**src/rtl/rle1_pkg.sv**
```systemverilog
// Shared definitions for the rle1 encoder/decoder pair.
//
// Token layout (TOK_W bits): { cnt[CNT_W-1:0], sym[SYM_W-1:0] }
//   sym : symbol value, passed through uninterpreted
//   cnt : unsigned run length (0 is a legal, empty run)
package rle1_pkg;

  localparam int SYM_W = 2;
  localparam int CNT_W = 4;
  localparam int TOK_W = SYM_W + CNT_W;

  // Field slice positions within a flat token vector.
  localparam int SYM_LSB = 0;
  localparam int SYM_MSB = SYM_W - 1;
  localparam int CNT_LSB = SYM_W;
  localparam int CNT_MSB = TOK_W - 1;

  typedef struct packed {
    logic [CNT_W-1:0] cnt;
    logic [SYM_W-1:0] sym;
  } rle1_tok_t;

  function automatic rle1_tok_t rle1_tok_pack(input logic [CNT_W-1:0] cnt,
                                              input logic [SYM_W-1:0] sym);
    rle1_tok_t t;
    t.cnt = cnt;
    t.sym = sym;
    return t;
  endfunction

endpackage

```
**src/rtl/rle1_dec_wrap.sv**
```systemverilog
// rle1_dec_wrap: hardening wrapper around rle1_dec. Adds the optional
// vdd/vss power pins so the macro boundary matches the encoder's wrapper.
// All decoder behaviour lives in rle1_dec.
//
// Ports: as rle1_dec, plus vdd/vss when USE_POWER_PINS is defined.
module rle1_dec_wrap #(
  parameter int SYM_W = rle1_pkg::SYM_W,
  parameter int CNT_W = rle1_pkg::CNT_W
) (
`ifdef USE_POWER_PINS
  inout  wire                    vdd,
  inout  wire                    vss,
`endif
  input  logic                   clk,
  input  logic                   reset,
  input  logic [SYM_W+CNT_W-1:0] rle1_dec__input_r,
  input  logic                   rle1_dec__input_r_vld,
  output logic                   rle1_dec__input_r_rdy,
  output logic [SYM_W-1:0]       rle1_dec__output_s,
  output logic                   rle1_dec__output_s_vld,
  input  logic                   rle1_dec__output_s_rdy
);

  rle1_dec #(
    .SYM_W (SYM_W),
    .CNT_W (CNT_W)
  ) u_rle1_dec (
    .clk                    (clk),
    .reset                  (reset),
    .rle1_dec__input_r      (rle1_dec__input_r),
    .rle1_dec__input_r_vld  (rle1_dec__input_r_vld),
    .rle1_dec__input_r_rdy  (rle1_dec__input_r_rdy),
    .rle1_dec__output_s     (rle1_dec__output_s),
    .rle1_dec__output_s_vld (rle1_dec__output_s_vld),
    .rle1_dec__output_s_rdy (rle1_dec__output_s_rdy)
  );

endmodule

```
**src/rtl/rle1_dec.sv**
```systemverilog
// rle1_dec: run-length decoder. Expands {count, symbol} tokens into a stream
// of symbols, one per accepted output beat, with no bubbles between runs.
//
// Ports:
//   clk                     clock, rising edge
//   reset                   synchronous, active-high
//   rle1_dec__input_r       token {cnt, sym}
//   rle1_dec__input_r_vld   token valid
//   rle1_dec__input_r_rdy   decoder takes a token this cycle
//   rle1_dec__output_s      decoded symbol (registered)
//   rle1_dec__output_s_vld  symbol valid (registered)
//   rle1_dec__output_s_rdy  downstream accepts symbol
//
// state | meaning
// ------+-------------------------------------------------------------
// IDLE  | no run held; output invalid, ready for a token
// RUN   | presenting sym_q; rem_q beats left including the current one
module rle1_dec #(
  parameter int SYM_W = rle1_pkg::SYM_W,
  parameter int CNT_W = rle1_pkg::CNT_W
) (
  input  logic                   clk,
  input  logic                   reset,
  input  logic [SYM_W+CNT_W-1:0] rle1_dec__input_r,
  input  logic                   rle1_dec__input_r_vld,
  output logic                   rle1_dec__input_r_rdy,
  output logic [SYM_W-1:0]       rle1_dec__output_s,
  output logic                   rle1_dec__output_s_vld,
  input  logic                   rle1_dec__output_s_rdy
);

  typedef enum logic {
    IDLE = 1'b0,
    RUN  = 1'b1
  } state_t;

  state_t           state_q, state_d;
  logic [SYM_W-1:0] sym_q, sym_d;
  logic [CNT_W-1:0] rem_q, rem_d;

  logic [SYM_W-1:0] tok_sym;
  logic [CNT_W-1:0] tok_cnt;
  logic             tok_nonzero;
  logic             last_beat;
  logic             in_xfer;
  logic             out_xfer;

  assign tok_sym     = rle1_dec__input_r[SYM_W-1:0];
  assign tok_cnt     = rle1_dec__input_r[SYM_W+CNT_W-1:SYM_W];
  assign tok_nonzero = (tok_cnt != '0);
  assign last_beat   = (rem_q == CNT_W'(1));

  // Outputs come straight from registers so they hold steady under stall.
  assign rle1_dec__output_s     = sym_q;
  assign rle1_dec__output_s_vld = (state_q == RUN);

  // Ready on the last beat depends on output_s_rdy so the next token can be
  // loaded in the same cycle the last symbol leaves (no bubble). Nothing
  // here looks at input_r_vld.
  always_comb begin
    rle1_dec__input_r_rdy = 1'b0;
    if (!reset) begin
      rle1_dec__input_r_rdy = (state_q == IDLE) ||
                              ((state_q == RUN) && last_beat && rle1_dec__output_s_rdy);
    end
  end

  assign in_xfer  = rle1_dec__input_r_vld && rle1_dec__input_r_rdy;
  assign out_xfer = rle1_dec__output_s_vld && rle1_dec__output_s_rdy;

  always_comb begin
    state_d = state_q;
    sym_d   = sym_q;
    rem_d   = rem_q;
    unique case (state_q)
      IDLE: begin
        // Zero-count tokens are swallowed without leaving IDLE.
        if (in_xfer && tok_nonzero) begin
          state_d = RUN;
          sym_d   = tok_sym;
          rem_d   = tok_cnt;
        end
      end
      RUN: begin
        if (out_xfer) begin
          if (!last_beat) begin
            rem_d = rem_q - CNT_W'(1);
          end else if (in_xfer && tok_nonzero) begin
            sym_d = tok_sym;
            rem_d = tok_cnt;
          end else begin
            state_d = IDLE;
            rem_d   = '0;
          end
        end
      end
      default: begin
        state_d = IDLE;
        rem_d   = '0;
      end
    endcase
  end

  always_ff @(posedge clk) begin
    if (reset) begin
      state_q <= IDLE;
      sym_q   <= '0;
      rem_q   <= '0;
    end else begin
      state_q <= state_d;
      sym_q   <= sym_d;
      rem_q   <= rem_d;
    end
  end

endmodule

```
**config.mk**
```make
export PLATFORM = sky130hd
export DESIGN_NAME = rle1_dec_wrap
export DESIGN_NICKNAME = d
export VERILOG_FILES = /design/src/rtl/rle1_pkg.sv /design/src/rtl/rle1_dec_wrap.sv /design/src/rtl/rle1_dec.sv
export SDC_FILE = /design/constraint.sdc
export NUM_CORES = 1
export LEC_CHECK = 0
export BUFFER_PORTS_ARGS = -buffer_cell sky130_fd_sc_hd__buf_2
export CORE_AREA = 5 5 42 44
export CTS_BUF_LIST = sky130_fd_sc_hd__clkbuf_16
export CTS_CLUSTER_DIAMETER = 120
export DETAILED_ROUTE_END_ITERATION = 12
export DIE_AREA = 0 0 47 49
export GPL_ROUTABILITY_DRIVEN = 1
export GPL_TIMING_DRIVEN = 1
export PLACE_DENSITY = 0.56
export SYNTH_ARGS = -nofsm -noshare
export SYNTH_HDL_FRONTEND = slang
export SYNTH_SLANG_ARGS = --single-unit
export TNS_END_PERCENT = 30
```
**constraint.sdc**
```tcl
create_clock -name clk -period 1.9 [get_ports clk]
set_input_delay 0 -clock clk [delete_from_list [all_inputs] [get_ports clk]]
set_output_delay 0 -clock clk [all_outputs]
set_load 0.1 [all_outputs]
```
Yosys cells after proc, flatten, opt, wreduce, memory -nomap -nowiden

Cells that the tools add are included.

Register bits after elaboration: 7
Logic and storage cells: 32

Add/subtract/negate cells: 1
Equal/unequal tests: 4
Muxes and demuxes: 14
Bitwise logic cells: 1
Reduce and logical (&&, ||, !) cells: 9

Operators with widths:

| kind                  | number |
|---|---|
| $mux W4               | 4 |
| $pmux W4 S2           | 1 |
| $mux W2               | 3 |
| $ne A2 B2 Y1 const B  | 3 |
| $logic_and A1 B1 Y1   | 5 |
| $eq A4 B1 Y1 const B  | 1 |
| $mux W1               | 4 |
| $pmux W2 S2           | 1 |
| $reduce_and A2 Y1     | 2 |
| $reduce_bool A4 Y1    | 1 |
| $sub A4 B1 Y4 const B | 1 |
| $pmux W1 S2           | 1 |
| $logic_or A1 B1 Y1    | 1 |
| $not A1 Y1            | 1 |

Logic depth before layout (Yosys ltp)

Depth after elaboration: 11
Gate-level depth with buffers: 6
Depth with buffers taken out: 6

Worst setup path after synthesis

No wires, ideal clock.

Kind: flip-flop to output port
Start: reg u_rle1_dec.state_q (netlist: u_rle1_dec.rle1_dec__output_s_vld)
End: out rle1_dec__input_r_rdy
Data arrival time: 2.314 ns
Required time: 1.900 ns
Setup slack: -0.414 ns
Stages on the path, launching flop included: 3
Buffers on the path: 0
Cells stage by stage: dfxtp_1 a21boi_2 nor2_1

Cells in the longest elaborated chain, start to end: 4
Elaborated cells on any way between the ends: 5
Those cells by class: mux: 1; bitwise: 1; reduce/logical: 3

RTL lines:

| what                              | RTL line            | text |
|---|---|---|
| from (decl)                       | rle1_dec.sv:37      | `state_t state_q, state_d;` |
| from (signal assigned)            | rle1_dec.sv:110     | `state_q <= state_d;` |
| $logic_and A1 B1 Y1 (2 in series) | rle1_dec.sv:64      | `((state_q == RUN) && last_beat && rle1_dec__output_s_rdy);` |
| $logic_or A1 B1 Y1 (*)            | rle1_dec.sv:63      | `rle1_dec__input_r_rdy = (state_q == IDLE) \|\|` |
| $mux W1 (*)                       | rle1_dec.sv:62      | `if (!reset) begin` |
| to (decl)                         | rle1_dec_wrap.sv:18 | `output logic rle1_dec__input_r_rdy,` |

Mark *: on every way between the ends. The rest lies on a longest branch, timed or not.

Final worst setup path

Start: reg u_rle1_dec.rem_q[0]
End: reg u_rle1_dec.sym_q[0] (netlist: u_rle1_dec.rle1_dec__output_s[0])

Cells in the longest elaborated chain, start to end: 11
Elaborated cells on any way between the ends: 13
Those cells by class: eq/ne: 2; mux: 5; reduce/logical: 6

RTL lines:

| what                              | RTL line                       | text |
|---|---|---|
| from (decl)                       | rle1_dec.sv:39                 | `logic [CNT_W-1:0] rem_q, rem_d;` |
| from (signal assigned)            | rle1_dec.sv:112                | `rem_q <= rem_d;` |
| $eq A4 B1 Y1 (*)                  | rle1_dec.sv:51                 | `assign last_beat = (rem_q == CNT_W'(1));` |
| $logic_and A1 B1 Y1 (2 in series) | rle1_dec.sv:64                 |  |
| $logic_or A1 B1 Y1                | rle1_dec.sv:63                 |  |
| $mux W1                           | rle1_dec.sv:62                 |  |
| $logic_and A1 B1 Y1               | rle1_dec.sv:68                 | `assign in_xfer = rle1_dec__input_r_vld && rle1_dec__input_r_rdy;` |
| $logic_and A1 B1 Y1               | rle1_dec.sv:78, rle1_dec.sv:88 |  |
| $mux W2 (3 in series)             | --                             |  |
| $pmux W2 S2                       | --                             |  |
| to (signal assigned)              | rle1_dec.sv:111                | `sym_q <= sym_d;` |
| to (decl)                         | rle1_dec.sv:38                 | `logic [SYM_W-1:0] sym_q, sym_d;` |

Mark *: on every way between the ends. The rest lies on a longest branch, timed or not. The select of a mux whose other input is x is not followed.
A chain may end at the register's enable or synchronous reset.

==> results.json <==
{
  "min_period_over_period_pct": 91.04,
  "cts_tree": "built",
  "power_leakage_nw": 0.2804,
  "numClockSinks": 7,
  "endpoint_kind": "register",
  "die-height_um": 49,
  "grt_max_degree": 12,
  "cp-start-kind": "register",
  "vias": 452,
  "portBuffers": 13,
  "finalSetupViolCount": 0,
  "cts_root_buffer": "clkbuf_16",
  "route.met3.wl_um": 33,
  "dr.pass1.iters": 4,
  "dpl_cell_area_um2": 553.0,
  "min_path_type": "input port to register",
  "layout-drive-gt1-share_pct": 40.91,
  "maxSlewViolCount": 0,
  "finalPower_mw": 0.7013,
  "die_area_mm2": 0.002303,
  "crit_arrival_ns": 1.85,
  "gp_congestion": 0.7964,
  "ant_nets": 0,
  "overflow": 0,
  "synth_top_area_share_pct": 29.87,
  "synth_area_um2": 469.2,
  "slew_headroom_pct": 67.58,
  "tightest_slew_ns": 0.4897,
  "cts_setup_buffers": 0,
  "synth_area_leaders": "dfxtp_1, a221oi_4, ha_1",
  "pin_count": 14,
  "yosys_warnings": 0,
  "run_status": "complete, no violations",
  "wl_per_cell_um": 13.80,
  "wl_um": 1132,
  "yosysTopAreaCell": "dfxtp_1",
  "clock_skew_ns": 0.001381,
  "track_usage_pct": 11.35,
  "fp-row-count": 14,
  "period_needed_ns": 1.730,
  "p_per_area_mw_per_mm2": 1062,
  "grt_pass1_vias": 471,
  "num_antenna_cells": 0,
  "fin_area_um2": 660.6,
  "path_clk_slew_ns": 0.04,
  "highest_layer": "met4",
  "vdd_drop_max_mv": 0.6134,
  "cap_violations": 0,
  "rsz0062_at_grt": "false",
  "drc_errors": 0,
  "yosysUniqueCellTypes": 29,
  "ys_seq_area_share_pct": 29.87,
  "nets": 79,
  "dp_hpwl_um": 889.8,
  "htree_levels": 1,
  "max_clock_freq_mhz": 578.1,
  "worst-setup-path-type": "register to register",
  "syn-instance-count": 48,
  "coreArea_mm2": 0.001401,
  "wirelength_met1_um": 484,
  "crit_required_ns": 2.02,
  "clock_path_buffers": 2,
  "fp.dieW_um": 47,
  "hold_viol": 0,
  "grt_antenna_before_repair": 0,
  "drtIter0Drc": 7,
  "cts_buffers": 3,
  "syn-num-nets": 60,
  "syn_avg_cell_area_um2": 9.775,
  "clk_latency_ns": 0.23,
  "viasPerCell": 5.512,
  "wl_met2_um": 576,
  "synth_seq_cells": 7,
  "path_max_fanout": 6,
  "grt_pass1_wl_um": 1938,
  "start_util_pct": 33.48,
  "synthToLayoutAreaGrowth_pct": 40.80
}
==> cell usage after synthesis <==
master	n
o2bb2ai_1	1
ha_1	2
nand2_1	1
a221o_2	2
a221oi_4	1
a21oi_1	2
nor2b_1	3
or4_1	1
nand4_1	1
a22o_2	1
a211oi_1	1
dfxtp_1	7
o211ai_1	1
nor2_1	3
a21o_1	1
or4_4	1
o311ai_0	1
nor3_2	1
mux2_2	2
o31a_1	1
nand2b_1	3
nand3b_1	2
and2b_1	1
nor4_1	2
or3_1	1
clkbuf_1	1
nor3b_2	1
a21boi_2	1
inv_1	2
==> placed cells by master (no fill, tap or decap), types with 3 or more instances in the layout <==
| master | count |
|---|---|
| buf_2 | 12 |
| clkbuf_16 | 3 |
| dfxtp_1 | 7 |
| inv_1 | 3 |
| nand2b_1 | 3 |
| nor2b_1 | 3 |
==> worst paths after layout <==
| path | endpoint | startpoint | slack [ns] | cells after the start |
|---|---|---|---|---|
| worst max-delay path | u_rle1_dec.rle1_dec__output_s[0]$_SDFFE_PP0P_ | u_rle1_dec.rem_q[0]$_SDFFE_PP0P_ | 0.17 | 5 |
| worst min-delay path | u_rle1_dec.rem_q[1]$_SDFFE_PP0P_ | rle1_dec__input_r[3] | 0.004 | 2 |
| worst max register to register | u_rle1_dec.rle1_dec__output_s[0]$_SDFFE_PP0P_ | u_rle1_dec.rem_q[0]$_SDFFE_PP0P_ | 0.17 | 5 |
| worst min register to register | u_rle1_dec.rle1_dec__output_s[1]$_SDFFE_PP0P_ | u_rle1_dec.rle1_dec__output_s[1]$_SDFFE_PP0P_ | 0.59 | 2 |
==> registers in the layout, summed over array words and instances (netlist names) <==
signal and cells:
u_rle1_dec.rem_q 4, u_rle1_dec.rle1_dec__output_s 2, u_rle1_dec.rle1_dec__output_s_vld 1
==> cell families (layout without fill, tap and decap cells) <==
kind of cell,count (synthesis),after routing,synth area share [%]
AO/OA/AOI/OAI,13,13,27.47
adder cells (fa/ha/maj),2,2,5.332
buffers and inverters,3,21,2.400
flip-flops,7,7,29.87
multiplexers,2,2,4.800
AND/OR/NAND/NOR,21,21,30.13
==> power by group <==
| group | switching, mW | internal (mW) | total (mW) |
|---|---|---|---|
| Sequential | 0.0185 | 0.163 | 0.181 |
| Combinational | 0.101 | 0.0627 | 0.164 |
| Clock | 0.0821 | 0.274 | 0.356 |
| Total | 0.202 | 0.499 | 0.701 |
==> per-stage QoR <==
step                TNS, ns  hold WS (ns)  utilization (%)  cells  setup slack, ns
floorplan           -0.2306        0.1169                -     48          -0.1136
global placement          0        0.2272            39.46     76           0.1810
detailed placement        0        0.2350            39.46     76           0.1290
CTS                       0      0.003314            46.52     82          0.09122
global route              0      0.006952            47.14     82          0.02933
finish                    0      0.004278            47.14     82           0.1703
==> worst max-delay path, stage by stage, from the launching register on <==
cell      delay (ns)
dfxtp_1         0.40
ha_1            0.22
nor3b_4         0.27
a21boi_2        0.13
nor3_2          0.25
mux2_2          0.35
==> timing repair <==
item	in CTS	in global routing
endpoints found under the hold margin	2	0
gates resized for setup	0	2
hold buffers	2	0
endpoints found under the setup margin	0	3
==> per-layer routing <==
| metal | track usage, % | up-vias |
|---|---|---|
| met5 | 0 | - |
| met4 | 6.912 | 0 |
| met3 | 2.583 | 5 |
| met2 | 18.55 | 12 |
| met1 | 12.56 | 212 |
| li1 | - | 223 |
==> layout make-up <==
class,instances,area (µm²)
multi-input cells,38,326.6
clock buffers,3,75.07
flip-flops and latches,7,140.1
repair buffers,15,87.58
fillers,141,740.7
inverters,2,7.507
clock inverters,1,3.754
well taps,16,20.02
(Power assumes the default switching activity.)
